$ cat src/rtl/key_encode_ctrl.sv
`default_nettype none
// ============================================================================
// Module      : key_encode_ctrl
// Description : Sequencing controller for a 16-key priority-encode and
//               BCD display path.
//               - Synchronises 16 active-low key lines through two flops.
//               - Debounces presses and releases.
//               - Latches the highest-priority key code and offers it to a
//                 consumer with a valid/ack handshake.
//               - Scans a two-digit, active-low-enable 7-segment display
//                 that shows 00..15.
// Ports       : clk      - rising-edge clock
//               rst_n    - asynchronous active-low reset
//               data_in  - key lines, active-low, bit 15 = highest priority
//               ack      - consumer accepts code; only honoured while valid
//               code     - latched key index 0..15
//               valid    - code available, held until ack
//               key_down - high in PRESSED and WAIT_REL
//               over     - displayed code is greater than 9
//               seg      - segment drive, active-high, [6:0]=g..a, [7]=dp
//               dig_sel  - digit enable, active-low, [0]=ones, [1]=tens
// Revision    : 1.0 - initial release
// ============================================================================
module key_encode_ctrl #(
    parameter int DB_CYCLES = 1000,
    parameter int SCAN_DIV  = 256
) (
    input  logic        clk,
    input  logic        rst_n,
    input  logic [15:0] data_in,
    input  logic        ack,
    output logic [3:0]  code,
    output logic        valid,
    output logic        key_down,
    output logic        over,
    output logic [7:0]  seg,
    output logic [1:0]  dig_sel
);

    localparam int CNT_W  = $clog2(DB_CYCLES);
    // A single-cycle scan period still needs a one-bit counter to exist.
    localparam int SCAN_W = (SCAN_DIV > 1) ? $clog2(SCAN_DIV) : 1;
    localparam logic [CNT_W-1:0]  CNT_MAX  = CNT_W'(DB_CYCLES - 1);
    localparam logic [SCAN_W-1:0] SCAN_MAX = SCAN_W'(SCAN_DIV - 1);

    typedef enum logic [1:0] {
        IDLE     = 2'd0,
        DEB      = 2'd1,
        PRESSED  = 2'd2,
        WAIT_REL = 2'd3
    } state_t;

    state_t             state, state_nxt;
    logic [15:0]        sync1, s_dat;
    logic [CNT_W-1:0]   cnt, cnt_nxt;
    logic [3:0]         cand, cand_nxt;
    logic [3:0]         code_nxt;
    logic               valid_nxt;
    logic [3:0]         disp, disp_nxt;
    logic               disp_v, disp_v_nxt;
    logic [SCAN_W-1:0]  scan_cnt;
    logic               any;
    logic [3:0]         rc;

    // Raw priority encode of the synchronised lines; the ascending loop
    // lets the highest asserted index win.
    always_comb begin
        any = |(~s_dat);
        rc  = 4'd0;
        for (int i = 0; i < 16; i++) begin
            if (!s_dat[i]) rc = 4'(i);
        end
    end

    always_comb begin
        state_nxt  = state;
        cnt_nxt    = cnt;
        cand_nxt   = cand;
        code_nxt   = code;
        valid_nxt  = valid;
        disp_nxt   = disp;
        disp_v_nxt = disp_v;
        case (state)
            IDLE: begin
                if (any) begin
                    state_nxt = DEB;
                    cand_nxt  = rc;
                    cnt_nxt   = '0;
                end
            end
            DEB: begin
                // A release or a higher key joining restarts via IDLE.
                if (!any || (rc != cand)) begin
                    state_nxt = IDLE;
                end else if (cnt == CNT_MAX) begin
                    state_nxt  = PRESSED;
                    code_nxt   = cand;
                    valid_nxt  = 1'b1;
                    disp_nxt   = cand;
                    disp_v_nxt = 1'b1;
                end else begin
                    cnt_nxt = cnt + 1'b1;
                end
            end
            PRESSED: begin
                if (ack && valid) begin
                    valid_nxt = 1'b0;
                    state_nxt = WAIT_REL;
                    cnt_nxt   = '0;
                end
            end
            WAIT_REL: begin
                if (any) begin
                    cnt_nxt = '0;
                end else if (cnt == CNT_MAX) begin
                    state_nxt = IDLE;
                end else begin
                    cnt_nxt = cnt + 1'b1;
                end
            end
            default: state_nxt = IDLE;
        endcase
    end

    always_ff @(posedge clk or negedge rst_n) begin
        if (!rst_n) begin
            sync1  <= '1;
            s_dat  <= '1;
            state  <= IDLE;
            cnt    <= '0;
            cand   <= '0;
            code   <= '0;
            valid  <= 1'b0;
            disp   <= '0;
            disp_v <= 1'b0;
        end else begin
            sync1  <= data_in;
            s_dat  <= sync1;
            state  <= state_nxt;
            cnt    <= cnt_nxt;
            cand   <= cand_nxt;
            code   <= code_nxt;
            valid  <= valid_nxt;
            disp   <= disp_nxt;
            disp_v <= disp_v_nxt;
        end
    end

    assign key_down = (state == PRESSED) || (state == WAIT_REL);
    assign over     = disp_v && (disp > 4'd9);

    // ------------------------------------------------------------------
    // Display scan
    // ------------------------------------------------------------------
    function automatic logic [6:0] seg_lut(input logic [3:0] d);
        case (d)
            4'd0:    seg_lut = 7'h3F;
            4'd1:    seg_lut = 7'h06;
            4'd2:    seg_lut = 7'h5B;
            4'd3:    seg_lut = 7'h4F;
            4'd4:    seg_lut = 7'h66;
            4'd5:    seg_lut = 7'h6D;
            4'd6:    seg_lut = 7'h7D;
            4'd7:    seg_lut = 7'h07;
            4'd8:    seg_lut = 7'h7F;
            4'd9:    seg_lut = 7'h6F;
            default: seg_lut = 7'h00;
        endcase
    endfunction

    logic       scan_wrap;
    logic [1:0] dig_sel_nxt;
    logic [3:0] ones;
    logic [7:0] seg_nxt;

    always_comb begin
        scan_wrap   = (scan_cnt == SCAN_MAX);
        dig_sel_nxt = scan_wrap ? ~dig_sel : dig_sel;
        ones        = (disp > 4'd9) ? (disp - 4'd10) : disp;
        seg_nxt     = 8'h00;
        // Segments are computed for the digit that will be enabled after
        // this edge so seg and dig_sel always change together.
        if (disp_v) begin
            if (dig_sel_nxt == 2'b10) begin
                seg_nxt = {1'b0, seg_lut(ones)};
            end else if (disp > 4'd9) begin
                seg_nxt = {1'b0, seg_lut(4'd1)};
            end
        end
    end

    always_ff @(posedge clk or negedge rst_n) begin
        if (!rst_n) begin
            scan_cnt <= '0;
            dig_sel  <= 2'b10;
            seg      <= 8'h00;
        end else begin
            scan_cnt <= scan_wrap ? '0 : scan_cnt + 1'b1;
            dig_sel  <= dig_sel_nxt;
            seg      <= seg_nxt;
        end
    end

endmodule
`default_nettype wire

$ cat config.mk
export PLATFORM = sky130hd
export DESIGN_NAME = key_encode_ctrl
export DESIGN_NICKNAME = d
export VERILOG_FILES = /design/src/rtl/key_encode_ctrl.sv
export SDC_FILE = /design/constraint.sdc
export NUM_CORES = 1
export LEC_CHECK = 0
export ABC_AREA = 1
export CORE_MARGIN = 2
export CORE_UTILIZATION = 50
export DETAILED_ROUTE_END_ITERATION = 16
export PLACE_DENSITY = 0.84
export SETUP_SLACK_MARGIN = 0.1
export SKIP_LAST_GASP = 1
export SLEW_MARGIN = 20
export SYNTH_ARGS = -nofsm -noshare
export SYNTH_HDL_FRONTEND = slang
export SYNTH_SLANG_ARGS = --single-unit
export TNS_END_PERCENT = 5
$ cat constraint.sdc
create_clock -name clk -period 2.1 [get_ports clk]
set_input_delay 0.315 -clock clk [delete_from_list [all_inputs] [get_ports clk]]
set_output_delay 0.315 -clock clk [all_outputs]
set_load 0.01 [all_outputs]
# Yosys cells after proc, flatten, opt, wreduce, memory -nomap -nowiden
# Memories as Yosys holds them, arrays and structs flattened.
# Cells that the tools add are included.
# word_totals
output_inout_bits	17
memories	1
elab_cells	84
romBits	112
ff_bits	72
# mem_list
name	words	word_bits	read_ports	rd_clocked_by_memory_dff	write_ports	line_no	source
(name not given)	16	7	1	0	0	156	case (d)
# op_classes
addsub	3
eq_ne	14
n_reduce_logical	13
bitwise	3
magnitude_cmp	1
n_mux	38
# op_table
operator	n
two-way mux 4 bit	13
two-way mux 10 bit	5
one-hot mux 10 bit (4 select lines)	1
two-way mux 2 bit	9
inverter 16 bit	1
OR reduction 16 bit	1
two-way mux 7 bit	2
!= test 2 bit, second input constant	6
adder 10 x 1 -> 10 bit, second input constant	1
== test 10 bit, second input constant	1
adder 8 x 1 -> 8 bit, second input constant	1
== test 8 bit, second input constant	1
two-way mux 8 bit	1
one-hot mux 2 bit (4 select lines)	1
== test 2 bit, second input constant	3
AND reduction 3 bit	2
AND reduction 5 bit	1
> comparator 4 bit, second input constant	1
two-way mux 1 bit	4
!= test 4 bit	1
AND reduction 4 bit	1
subtractor 4 bit, second input constant	1
two-way mux 3 bit	1
!= test 3 bit, second input constant	1
10 further kinds	12

# Logic depth before layout (Yosys ltp)
# Gate-level depths: netlist of run 1.
# depth
depth_word	19
mapped_depth	22
ltp_nobuf	22

# Least setup slack after synthesis of run 1
# OpenSTA, ideal clock, no wires.
# synth_timing
path_type	register to register
from	reg s_dat[9]
to	reg cnt[9]
arrival_time_ns	1.925
path_stages_with_launch	14
slack_ns	0.056
required_time_ns	1.981
cell_sequence	dfstp_2 > nand2_1 > inv_2 > nand3_2 > nor2_1 > xor2_1 > or3_1 > nor2_1 > nand3_2 > nand2_2 > nand2_4 > buf_6 > nand2_1 > nand2_1
# synth_between
elab_chain_cells	11
word_cells_on_any_way	17
# synth_rtl
item	line_no	source
start, declared	54	logic [15:0] sync1, s_dat;
start signal, assigned	138	s_dat <= sync1;
two-way mux 4 bit (7 in a row)	71	if (!s_dat[i]) rc = 4'(i);
!= test 4 bit	93	if (!any || (rc != cand)) begin
logical OR 1 bit	93	
!= test 2 bit (no source line)	-	
AND reduction 3 bit (no source line)	-	
end signal, assigned	140	cnt <= cnt_nxt;
end, declared	55	logic [CNT_W-1:0] cnt, cnt_nxt;
# Parallel ways exist; a longest one is shown, timed or not.
# A chain may end at the register's enable or synchronous reset.

# Worst setup path in the final report of run 1
# layout_timing
from	reg s_dat[13]
to	reg disp[0]
# layout_between
elab_chain_cells	7
word_cells_on_any_way	10
# layout_rtl
item	line_no	source
two-way mux 4 bit (3 in a row)	71	
!= test 4 bit	93	
logical OR 1 bit (*)	93	
inverter 1 bit (no source line) (*)	-	
AND reduction 3 bit (no source line) (*)	-	
end signal, assigned	144	disp <= disp_nxt;
end, declared	59	logic [3:0] disp, disp_nxt;
# Mark *: on every way between the ends. The rest lies on a longest branch, timed or not.

==> flow_metrics.py, run 1 <==
metrics = {
    "power_and_ir_drop": {
        "p_leak_nw": 1.79,
        "peakVddDrop_mv": 0.633,
        "fin_total_pwr_mw": 3.49,
        "cellPowerDensity_nw_per_um2": 903,
    },
    "place": {
        "portBuffers": 34,
        "dp_hpwl_mm": 3.83,
        "place_inst": 430,
        "gp_congestion": 0.947,
    },
    "sta": {
        "finClkSkew_ps": 10.1,
        "max_freq_mhz": 460,
        "period_share": 1.03,
        "finalHoldViolations": 0,
        "min_period_ps": 2170,
        "maxSlewHeadroom": 0.555,
        "worst_slew_pin_slew_ps": 663,
        "final_max_slew_viol_count": 0,
        "final.setup.worst_slack_ps": -71.9,
        "setup_violations": 14,
        "rsz0062_at_grt": "yes",
    },
    "min_path": {
        "worstHoldPathCells": 0,
        "holdPathEnd": "s_dat[14]",
        "min-delay-start": "sync1[14]",
        "hold_path_class": "reg -> reg",
    },
    "global_route": {
        "gr-usage-all-layers": 0.172,
        "grt_pass1_vias": 2295,
        "grt_pass1_wl_mm": 9.55,
        "antenna_found_initial": 0,
        "grt_max_degree": 72,
        "grt_overflow": 0,
    },
    "critical_path": {
        "start_kind": "register",
        "cp_data_arrival_time_ps": 2410,
        "reg2reg_to": "disp[0]",
        "r2r_setup_slack_ps": -70,
        "crit_required_ps": 2330,
        "crit_type": "reg -> reg",
        "end_kind": "register",
        "r2r-start": "s_dat[13]",
        "worstPathMaxFanout": 10,
        "rr_worst_depth": 11,
    },
    "logic_synthesis": {
        "synth_cell_types": 34,
        "synth_fp_nets": 343,
        "synth_top_area_cell": "dfrtp_1",
        "async_reset_ff_frac": 1.00,
        "yosys_warnings": 0,
        "synth.avg_cell_area_um2": 9.87,
        "ys.flop_type": "dfrtp_1",
        "syn-cell-area_um2": 3110,
        "synth-edff-count": 0,
        "netlist_instances": 315,
        "ys_ff_latch": 71,
        "synth-seq-area-share": 0.585,
        "synth_area_leaders": "dfrtp_1, dfstp_2, nand2_1",
        "synth_top_cell_area_share": 0.306,
    },
    "layout": {
        "finalNonFillerCells": 449,
        "nNetsFinal": 397,
        "fill_cells": 489,
        "n_antenna_cell": 0,
        "synthToLayoutAreaGrowth_pct": 24.2,
        "final_layout_size_suffix_gt1_frac": 0.235,
    },
    "clock_tree": {
        "clock_path_buffers": 2,
        "cts_tree": "yes",
        "cts_root_buf": "clkbuf_8",
        "cts.sinks": 71,
        "clkTransAtPathRegs_ps": 80,
        "clk_latency_ps": 350,
        "htreeDepth": 3,
        "cts_buffers": 9,
    },
    "drt": {
        "first_iter_violations": 119,
        "drc": 0,
        "postRouteAntennaNets": 0,
        "first_pass_iters": 5,
        "drt-total-wl_mm": 5.52,
        "avgRoutedWirePerCell_um": 12.3,
        "via_per_inst": 5.19,
        "vias": 2332,
    },
    "run": {
        "max_cap_violations": 0,
    },
    "die": {
        "initial_core_util": 0.522,
        "ios": 36,
        "coreArea_um2": 5960,
        "die_width_um": 82.9,
        "die_h_um": 82.9,
        "dieArea_um2": 6860,
        "num_rows": 28,
    },
    "outcome": {
        "violations": "setup timing",
        "status": "finished with violations",
    },
}
[critical path, stage by stage, from the launching register on]
cell     delay, ps
dfstp_2        550
nand4_1        130
buf_4          180
nor2_4         110
xor2_1          70
or3_1          360
nor2_2         130
nand3_4        110
nor2_4         160
nand2_4        100
nand2_1         90
o21ai_1         70
[final cells by class]
| type | instances | area, um2 | area share |
|---|---|---|---|
| inverter | 37 | 139 | 0.0360 |
| multi-input combinational | 203 | 1180 | 0.305 |
| clock buffer | 10 | 138 | 0.0356 |
| sequential | 71 | 1820 | 0.471 |
| clock inverter | 6 | 48.8 | 0.0126 |
| tap | 75 | 93.8 | 0.0243 |
| timing repair buffer | 47 | 448 | 0.116 |
[what timing repair did]
| item | CTS | global route |
|---|---|---|
| hold endpoints to repair | 38 | 0 |
| hold buffers | 1 | 0 |
| cloned | 0 | 0 |
| pin swaps | 0 | 3 |
| endpoints found under the setup margin | 17 | 28 |
| resized for setup | 2 | 9 |
| buffers inserted | 0 | 2 |
[flip-flops by register name (all words and copies together) (netlist names), named ones only]
name	flops
s_dat	16
state	1
disp	4
cnt	10
scan_cnt	8
sync1	16
valid	1
dig_sel	2
cand	4
disp_v	1
seg	7
[placed cells by master, fill, tap and decap left out, types with 10 or more instances in the layout]
cell,count
buf_4,11
clkbuf_8,10
clkdlybuf4s50_1,33
dfrtp_1,38
dfstp_2,33
inv_1,33
nand2_1,67
nand3_1,15
nor2_1,25
o21ai_0,15
[cells in the mapped netlist (5+ instances only)]
master and number:
o21ai_0 15, a21oi_1 9, ha_1 9, nand2_1 68, xor2_1 9, dfrtp_1 38, o21ai_2 7, nor2_1 27
dfstp_2 33, nand4_1 5, o21ai_1 5, xnor2_1 5, inv_1 35, nand3_1 15
[how the worst max path moves through the flow]
stage / startpoint / to / slack, ps / depth (start not counted)
floorplan: s_dat[12] / cnt[9] / 70 / 11
global placement: s_dat[12] / disp[0] / 10 / 10
detailed placement: s_dat[12] / disp[2] / -70 / 10
CTS: s_dat[12] / cnt[4] / -60 / 11
global route: s_dat[14] / disp[0] / -240 / 11
finish: s_dat[13] / disp[0] / -70 / 11
[power by group]
group	internal (mW)	switching, mW	total (mW)
Sequential	1.52	0.0862	1.60
Combinational	0.315	0.568	0.883
Clock	0.475	0.529	1.00
[cell families (layout without fill, tap and decap cells)]
family,after synthesis,in the layout,synth area share
DFF,71,71,0.585
adders and majority gates,9,9,0.0362
other,1,1,0.00121
xor gates and xnor gates,14,14,0.0394
buffers and inverters,41,100,0.0531
and+or+nand+nor,131,131,0.185
AOI/OAI and AO/OA,48,48,0.101
[layer usage]
| metal | up-vias | share of wire | global-route usage |
|---|---|---|---|
| met5 | - | 0 | 0 |
| met2 | 66 | 0.52 | 0.285 |
| met1 | 1123 | 0.41 | 0.198 |
| met3 | 15 | 0.050 | 0.0517 |
| met4 | 0 | 0.018 | 0.0984 |
| li1 | 1128 | - | - |
[stage by stage]
stage               instance area [um2]  setup slack [ps]  TNS [ps]  hold slack, ps   util
floorplan                          3110              65.7         0            19.4      -
global placement                   3600              13.5         0             346  0.605
detailed placement                 3600             -65.6      -669             347  0.605
CTS                                3810             -58.4      -677             342  0.640
global route                       3860              -243     -3490             342  0.649
finish                             3860             -71.9      -448             355  0.649
No activity file was read; power rests on OpenSTA's default activity.
==> inputs of run 2 (changes only) <==
--- a/config.mk
+++ b/config.mk
@@ -7,9 +7,10 @@
 export LEC_CHECK = 0
 export ABC_AREA = 1
 export CORE_MARGIN = 2
-export CORE_UTILIZATION = 50
+export CORE_UTILIZATION = 52
+export CTS_BUF_LIST = sky130_fd_sc_hd__clkbuf_4
 export DETAILED_ROUTE_END_ITERATION = 16
-export PLACE_DENSITY = 0.84
+export PLACE_DENSITY = 0.87
 export SETUP_SLACK_MARGIN = 0.1
 export SKIP_LAST_GASP = 1
 export SLEW_MARGIN = 20
==> run 2 against run 1 <==
  * Global-route usage rose by 1.4 points
  * Highest routed layer unchanged
  * Via count fell by 1.9%
  * Setup slack got worse by 14 ps
  * The flow still finishes with violations (setup timing)
  * Critical path type unchanged
  * Critical endpoint is now cnt[7]
==> flow_metrics.py, run 2 (synthesis results as in run 1) <==
metrics = {
    "critical_path": {
        "start_kind": "register",
        "rr_worst_depth": 10,
        "crit_start": "s_dat[12]",
        "cp_data_arrival_time_ps": 2480,
        "worstPathMaxFanout": 9,
        "crit_required_ps": 2400,
        "crit_type": "reg -> reg",
        "r2r-start": "s_dat[12]",
        "end_kind": "register",
        "reg2reg_to": "cnt[7]",
        "setup.worst_path.end": "cnt[7]",
        "r2r_setup_slack_ps": -90,
    },
    "layout": {
        "mostFrequentLayoutCells": "nand2_1, dfrtp_1, inv_1",
        "fill_cells": 436,
        "biggestRegsByFlops": "s_dat x16, sync1 x16, cnt x10",
        "regArea_um2": 1820,
        "stdcell_area_um2": 3820,
        "final_common_cell": "nand2_1",
        "n_antenna_cell": 0,
        "final_layout_size_suffix_gt1_frac": 0.228,
        "synthToLayoutAreaGrowth_pct": 22.7,
        "multiInputGateArea_um2": 1190,
        "nNetsFinal": 396,
    },
    "sta": {
        "holdWs_ps": 312,
        "max_freq_mhz": 457,
        "final_max_slew_viol_count": 0,
        "period_share": 1.04,
        "maxSlewHeadroom": 0.557,
        "worst_slew_pin_slew_ps": 659,
        "rsz0062_at_grt": "yes",
        "min_period_ps": 2190,
        "finClkSkew_ps": 14.5,
        "final.setup.worst_slack_ps": -86.1,
        "finalHoldViolations": 0,
        "setup_violations": 15,
    },
    "drt": {
        "avgRoutedWirePerCell_um": 12.4,
        "via_per_inst": 5.10,
        "first_pass_iters": 4,
        "drt-total-wl_mm": 5.56,
        "postRouteAntennaNets": 0,
        "first_iter_violations": 143,
        "vias": 2287,
        "drc": 0,
    },
    "clock_tree": {
        "cts_root_buf": "clkbuf_4",
        "clkTransAtPathRegs_ps": 120,
        "cts.sinks": 71,
        "clock_path_buffers": 2,
        "cts_tree": "yes",
        "cts_buffers": 9,
        "cts_setup_buffers": 0,
        "htreeDepth": 3,
        "clk_latency_ps": 400,
    },
    "place": {
        "gp_congestion": 0.927,
        "dpl_worst_slack_ps": -78.6,
        "portBuffers": 34,
        "postPlaceCellArea_um2": 3600,
        "dp_hpwl_mm": 3.93,
    },
    "run": {
        "max_cap_violations": 0,
    },
    "global_route": {
        "grt_overflow": 0,
        "gr-usage-all-layers": 0.186,
        "grt_pass1_wl_mm": 9.38,
        "grt_max_degree": 72,
        "grt-busiest-layer": "met2",
        "gr-usage-met1": 0.234,
        "grt_pass1_vias": 2211,
        "antenna_found_initial": 0,
        "grt_use_met2": 0.316,
        "use_met3": 0.0300,
    },
    "power_and_ir_drop": {
        "fin_total_pwr_mw": 3.42,
        "cellPowerDensity_nw_per_um2": 895,
        "peakVddDrop_mv": 0.549,
        "p_leak_nw": 1.77,
    },
    "die": {
        "coreArea_um2": 5850,
        "num_rows": 28,
        "die_width_um": 81.3,
        "initial_core_util": 0.531,
        "ios": 36,
        "die_h_um": 81.3,
        "dieArea_um2": 6610,
    },
    "min_path": {
        "hold_path_class": "in -> reg",
    },
    "outcome": {
        "violations": "setup timing",
        "status": "finished with violations",
    },
}
[run 2: cell type report]
type,instances,area share
clock buffer,9,0.0177
tap,75,0.0246
clock inverter,7,0.0207
sequential,71,0.476
inverter,37,0.0364
multi-input combinational,204,0.311
timing repair buffer,45,0.113
[run 2: power breakdown]
| group | internal [mW] | switching [mW] | total [mW] | leakage (nW) |
|---|---|---|---|---|
| combinational | 0.327 | 0.610 | 0.938 | 0.848 |
| sequential | 1.51 | 0.0809 | 1.60 | 0.845 |
| clock | 0.378 | 0.505 | 0.882 | 0.0813 |
| total | 2.22 | 1.20 | 3.42 | 1.77 |
[run 2: worst max-delay path, cell delays in order, from the launching register on]
cell	delay [ps]
dfstp_2	560
nand4_1	160
o21bai_4	220
xor2_1	140
or3_1	330
nor2_2	140
nand3_4	110
nand2_4	160
nand2_8	100
nand2_1	100
o21ai_2	50
[run 2: worst min-delay path by stage]
stage               cells past startpoint  startpoint   endpoint  slack (ps)
detailed placement                      0    sync1[8]   s_dat[8]         350
global placement                        0    sync1[9]   s_dat[9]         350
global route                            1  data_in[1]   sync1[1]         280
finish                                  1  data_in[6]   sync1[6]         310
CTS                                     1  data_in[6]   sync1[6]         280
floorplan                               0       rst_n  async pin          20
[run 2: timing repair]
item	CTS	global route
resized for setup	4	4
pin swaps	2	1
cloned	0	1
endpoints found under the setup margin	20	29
endpoints found under the hold margin	38	0
hold buffers	1	0
[run 2: stage by stage]
step | TNS, ps | util | instances
after global placement | 0 | 0.616 | 430
after global routing | -3270 | 0.652 | 448
after floorplan | 0 | - | 315
after detailed placement | -932 | 0.616 | 430
final | -871 | 0.652 | 448
after CTS | -733 | 0.646 | 447
[run 2: layer usage]
layer	share of wire	routed length [um]
met5	0	0
met4	0.010	57
met3	0.048	266
met2	0.52	2900
met1	0.42	2350
==> inputs of run 3 (changes only) <==
--- a/config.mk
+++ b/config.mk
@@ -7,11 +7,13 @@
 export LEC_CHECK = 0
 export ABC_AREA = 1
 export CORE_MARGIN = 2
-export CORE_UTILIZATION = 52
+export CORE_UTILIZATION = 59
 export CTS_BUF_LIST = sky130_fd_sc_hd__clkbuf_4
 export DETAILED_ROUTE_END_ITERATION = 16
+export DONT_BUFFER_PORTS = 1
 export PLACE_DENSITY = 0.87
 export SETUP_SLACK_MARGIN = 0.1
+export SKIP_CTS_REPAIR_TIMING = 1
 export SKIP_LAST_GASP = 1
 export SLEW_MARGIN = 20
 export SYNTH_ARGS = -nofsm -noshare
==> run 3 against run 2 <==
  * Final area fell by 4.2%
  * Total power rose by 1.3%
  * Combinational power is 3.0% lower
  * Sequential share of layout area increased by 2.1 points
  * The flow still finishes with violations (setup timing)
  * Count of clock-buffer cells in the layout is the same
  * Wire length about the same
  * Clock power rose by 7.1%
  * Die area fell by 11%
  * Worst hold slack got worse by 240 ps
==> flow_metrics.py, run 3 (synthesis results as in run 1) <==
metrics = {
    "die": {
        "dieArea_um2": 5870,
        "ios": 36,
        "num_rows": 26,
        "initial_core_util": 0.609,
        "die_h_um": 76.6,
        "die_width_um": 76.6,
        "coreArea_um2": 5110,
    },
    "sta": {
        "final.setup.worst_slack_ps": -85.6,
        "worst_slew_pin_slew_ps": 626,
        "max_freq_mhz": 458,
        "finalHoldViolations": 0,
        "period_share": 1.04,
        "rsz0062_at_grt": "yes",
        "holdWs_ps": 74.8,
        "setup_violations": 14,
        "finClkSkew_ps": 9.08,
        "min_period_ps": 2190,
        "final_max_slew_viol_count": 0,
        "maxSlewHeadroom": 0.579,
        "fin_tns_setup_ps": -686,
    },
    "power_and_ir_drop": {
        "p_leak_nw": 1.73,
        "p_switching_mw": 1.16,
        "power_frac_seq": 0.464,
        "pwr-share-comb": 0.263,
        "internal-power_mw": 2.30,
        "peakVddDrop_mv": 0.531,
        "switching_share": 0.336,
        "cellPowerDensity_nw_per_um2": 947,
        "clockPowerShare": 0.273,
    },
    "clock_tree": {
        "cts.sinks": 71,
        "cts_buffers": 9,
        "clkTransAtPathRegs_ps": 110,
        "cts_tree": "yes",
        "cts_root_buf": "clkbuf_4",
        "htreeDepth": 3,
        "clock_path_buffers": 2,
        "clk_latency_ps": 400,
    },
    "critical_path": {
        "cp_data_arrival_time_ps": 2540,
        "crit_required_ps": 2450,
        "critPathSlowestCell": "dfstp_2",
        "critical_path_buf_inv_count": 1,
        "worstPathMaxFanout": 9,
        "path_cells": "nand4_1 > o21bai_4 > xor2_1 > or3_1 > nor2_2 > nand3_2 > nand2_4 > nand2_8 > inv_2 > nand2_1 > nand2_1",
        "worst_path_dominant_cell_family": "simple AND/OR/NAND/NOR gates",
        "crit_start": "s_dat[14]",
        "crit_type": "reg -> reg",
        "end_kind": "register",
        "cp_num_cells": 11,
        "max_stage_delay_ps": 550,
        "r2r-start": "s_dat[14]",
        "start_kind": "register",
        "rr_worst_depth": 11,
        "worst_path_most_repeated_cell": "nand2_1",
    },
    "global_route": {
        "grt_overflow": 0,
        "grt_pass1_wl_mm": 8.88,
        "gr-usage-all-layers": 0.193,
        "antenna_found_initial": 0,
        "grt_pass1_vias": 2058,
        "grt_max_degree": 72,
    },
    "layout": {
        "final_common_cell": "nand2_1",
        "biggestRegsByFlops": "s_dat x16, sync1 x16, cnt x10",
        "stdcell_area_um2": 3650,
        "mostFrequentLayoutCells": "nand2_1, dfrtp_1, inv_1, dfstp_2, nor2_1",
        "synthToLayoutAreaGrowth_pct": 17.5,
        "final_util": 0.716,
        "final_layout_size_suffix_gt1_frac": 0.248,
        "n_antenna_cell": 0,
        "nNetsFinal": 379,
    },
    "drt": {
        "drt-total-wl_mm": 5.57,
        "postRouteAntennaNets": 0,
        "first_iter_violations": 98,
        "drc": 0,
        "vias": 2250,
        "first_pass_iters": 4,
        "avgRoutedWirePerCell_um": 13.1,
        "via_per_inst": 5.29,
    },
    "run": {
        "max_cap_violations": 0,
    },
    "outcome": {
        "status": "finished with violations",
        "violations": "setup timing",
    },
    "min_path": {
        "min-delay-start": "ack",
        "worstHoldPathCells": 3,
        "hold_path_class": "in -> reg",
    },
    "place": {
        "postPlaceCellArea_um2": 3240,
        "portBuffers": 0,
        "gp_congestion": 0.914,
        "dp_hpwl_mm": 3.56,
    },
}
run 3: final cells by class:
cell class                 count  area, um2
sequential                    71       1820
clock inverter                 6       83.8
timing repair buffer          28        273
tap                           70       87.6
fill                         354       1450
clock buffer                   9       67.6
inverter                      37        139
multi-input combinational    204       1190
run 3: worst paths after layout:
| kind | to | slack, ps |
|---|---|---|
| max reg2reg | cnt[4] | -90 |
| max in group asynchronous | sync1[14] | 1330 |
| min in group asynchronous | scan_cnt[1] | 440 |
| min reg2reg | s_dat[1] | 360 |
| min | valid | 70 |
| max | cnt[4] | -90 |
run 3: tightest hold or removal path, cell delays in order:
cell	delay, ps
nand2_1	40
nand2_1	50
nand2_1	40
run 3: per-stage QoR:
| step | setup WS [ps] | total power [mW] | instances |
|---|---|---|---|
| after CTS | -120 | 3.26 | 405 |
| final | -85.6 | 3.46 | 425 |
| after global routing | -198 | 3.66 | 425 |
| after floorplan | 65.7 | 2.18 | 315 |
| after global placement | 22.8 | 2.28 | 390 |
| after detailed placement | -57.6 | 2.31 | 390 |
run 3: per-layer routing:
metal  GRT usage  up-vias  wire length, um
met5           0        -                0
met2       0.314       88             2750
met4       0.102        0              136
li1            -     1089                -
met3      0.0557       16              387
met1       0.232     1057             2300
run 3: power groups by stage:
stage / registers (mW) / clock network, mW / logic, mW
2_1_floorplan: 1.60 / 0 / 0.573
3_3_place_gp: 1.62 / 0 / 0.659
3_5_place_dp: 1.63 / 0 / 0.680
4_1_cts: 1.60 / 0.968 / 0.688
5_1_grt: 1.62 / 1.02 / 1.01
6_report: 1.60 / 0.945 / 0.910
==> RTL change, RTL diff (config.mk and constraints of run 2) <==
Encoding of `state_t`: now one-hot (4 bits for 4 states).
--- a/src/rtl/key_encode_ctrl.sv
+++ b/src/rtl/key_encode_ctrl.sv
@@ -44,9 +44,9 @@
     localparam logic [SCAN_W-1:0] SCAN_MAX = SCAN_W'(SCAN_DIV - 1);
 
-    typedef enum logic [1:0] {
-        IDLE     = 2'd0,
-        DEB      = 2'd1,
-        PRESSED  = 2'd2,
-        WAIT_REL = 2'd3
+    typedef enum logic [3:0] {
+        IDLE     = 4'b0001,
+        DEB      = 4'b0010,
+        PRESSED  = 4'b0100,
+        WAIT_REL = 4'b1000
     } state_t;
 
Behaviour: no difference found for any inputs over 10 cycles, from zero or initial values and one cycle with rst_n low; not proved beyond that.
==> RTL change against run 2 <==
Design area grew 8.9%. Routed wire length grew 20%. Power shrank 2.8%. Sequential cell count grew 2. Area after synthesis grew 7.7%. Setup slack gained 0.10 ns. Final cell count grew 10%. Largest power group unchanged.
==> RTL change: results (changes against run 2) <==
- Setup Skew: 0.0206 ns (+0.00613 ns)
- # fillers: 472 (+8.3%)
- Buffer share of cell area: 12.0% (+0.64 points)
- Inverter count: 51 (+38%)
- Vias in the first global route: 2513 (+14%)
- Post-synth top cells: nand2_1 (64), inv_1 (45), dfrtp_1 (39)
- Nets: 439 (+11%)
- Clock tree buffer depth: 2 (unchanged)
- Largest net degree at the start of global routing: 74 (+2.8%)
- Flop2flop setup slack: 0.01 ns (+0.10 ns)
- Status: finished, final reports clean
- Clkbuf count: 10 (+1)
- Top flop regs: s_dat: 16 flops, sync1: 16 flops, cnt: 10 flops
- First drt pass iteration count: 7 (+3)
- Tot GR Track Use: 20.4% (+1.8 points)
- Worst EP arrival: 2.44 ns (-0.04 ns)
- Total number of sequential cells: 73 (+2.8%)
- Worst Setup SP: s_dat[12]$_DFF_PN1_
- Multi-In Gates: 223 (+9.3%)
- Post-synthesis sequential area ratio: 55.8% (-2.7 points)
- First-pass GRT wire length: 11400 µm (+21%)
- Clock Pin Slew Worst Setup and Hold Paths: 0.12 ns (about the same)
- Crit path time final: 2.09 ns (-0.100 ns)
- Crit path buf inv count: 3 (+3)
- P_leak: 0.00191 µW (+7.7%)
- DP Worst Slack: 0.0162 ns (+0.0948 ns)
- Post-DR wirelength/cell: 13.6 µm (+9.4%)
- HPWL after detailed placement: 4440 µm (+13%)
- Slowest cell on crit path: dfstp_2
- Vias per inst: 5.20 (+1.8%)
- Bufs w/o clock: 53 (+18%)
- VDD IR max: 0.460 mV (-16%)
- Syn Nets: 376 (+9.6%)
- Gr ovfl total: 0 (unchanged)
- R2R cell count: 14 (+4)
- Slew @ Worst Pin: 0.556 ns (-0.102 ns)
- Clk Latency, worst-skew pair: 0.42 ns (+0.02 ns)
- Multi-input combinational cell area: 1370 µm² (+15%)
- Slowest Stage Delay on Critical Path: 0.55 ns
- GP Congestion: 0.835 (-9.9%)
- Num CTS Buffers: 9 (unchanged)
- CTS H-tree lvls: 3 (unchanged)
- R2r startpoint: s_dat[12]$_DFF_PN1_
- Top cells by area, synth: dfrtp_1 (29%), dfstp_2 (27%), nand2_1 (7.2%)
- Crit path max fanout: 6 (-3)
- Cell variety after synth: 35 (+2.9%)
- Initial antenna violation count: 0 (unchanged)
- Clk cell area share: 2.83% (-1.0 points)
- Storage cell area: 1870 µm² (+2.9%)
- DRT iter0 DRCs: 171 (+20%)
- Crit path to: cnt[5]$_DFFE_PN0P_
- Share of cells above drive strength 1: 29.8% (+7.0 points)
[RTL change: worst min-delay path by stage]
stage,from,to,depth (start not counted)
after floorplan,rst_n,cand[0]$_DFFE_PN0P_,0
after global placement,sync1[1]$_DFF_PN1_,s_dat[1]$_DFF_PN1_,0
after detailed placement,sync1[11]$_DFF_PN1_,s_dat[11]$_DFF_PN1_,0
after CTS,data_in[0],sync1[0]$_DFF_PN1_,1
after global routing,data_in[0],sync1[0]$_DFF_PN1_,1
final,data_in[0],sync1[0]$_DFF_PN1_,1
[RTL change: through the flow]
step / hold WS (ns) / std cells / cell area (µm²) / setup TNS [ns]
6_report: 0.279 / 493 / 4160 / 0
5_1_grt: 0.238 / 493 / 4160 / -2.03
4_1_cts: 0.248 / 490 / 4090 / 0
3_5_place_dp: 0.347 / 462 / 3800 / 0
3_3_place_gp: 0.346 / 462 / 3800 / 0
2_1_floorplan: 0.0194 / 348 / 3350 / 0
[RTL change: power by group]
| part | switching (µW) | internal [µW] |
|---|---|---|
| Combinational | 626 | 328 |
| Sequential | 68.0 | 1540 |
| Clock | 494 | 258 |
[RTL change: cells by family after synthesis]
family | share of synthesized area, %
flops | 55.8
compound gates | 8.40
buf+inv | 6.80
fa+ha+maj | 3.36
other cells | 0.112
simple gates | 21.9
xor+xnor | 3.66
[RTL change: routing by layer]
layer	GRT usage [%]	vias to the layer above	routed length [µm]	part of all wire (%)
li1	-	1248	-	-
met1	23.4	1226	2720	41
met2	35.3	72	3450	52
met3	5.80	16	368	5.5
met4	9.53	0	159	2.4
met5	0	-	0	0
[RTL change: what timing repair did]
action | CTS | global route
pin swaps | 12 | 10
buffers inserted | 9 | 4
endpoints found under the hold margin | 39 | 0
gates resized for setup | 26 | 15
cloned | 2 | 0
hold buffers | 1 | 0
setup endpoints to repair | 21 | 27
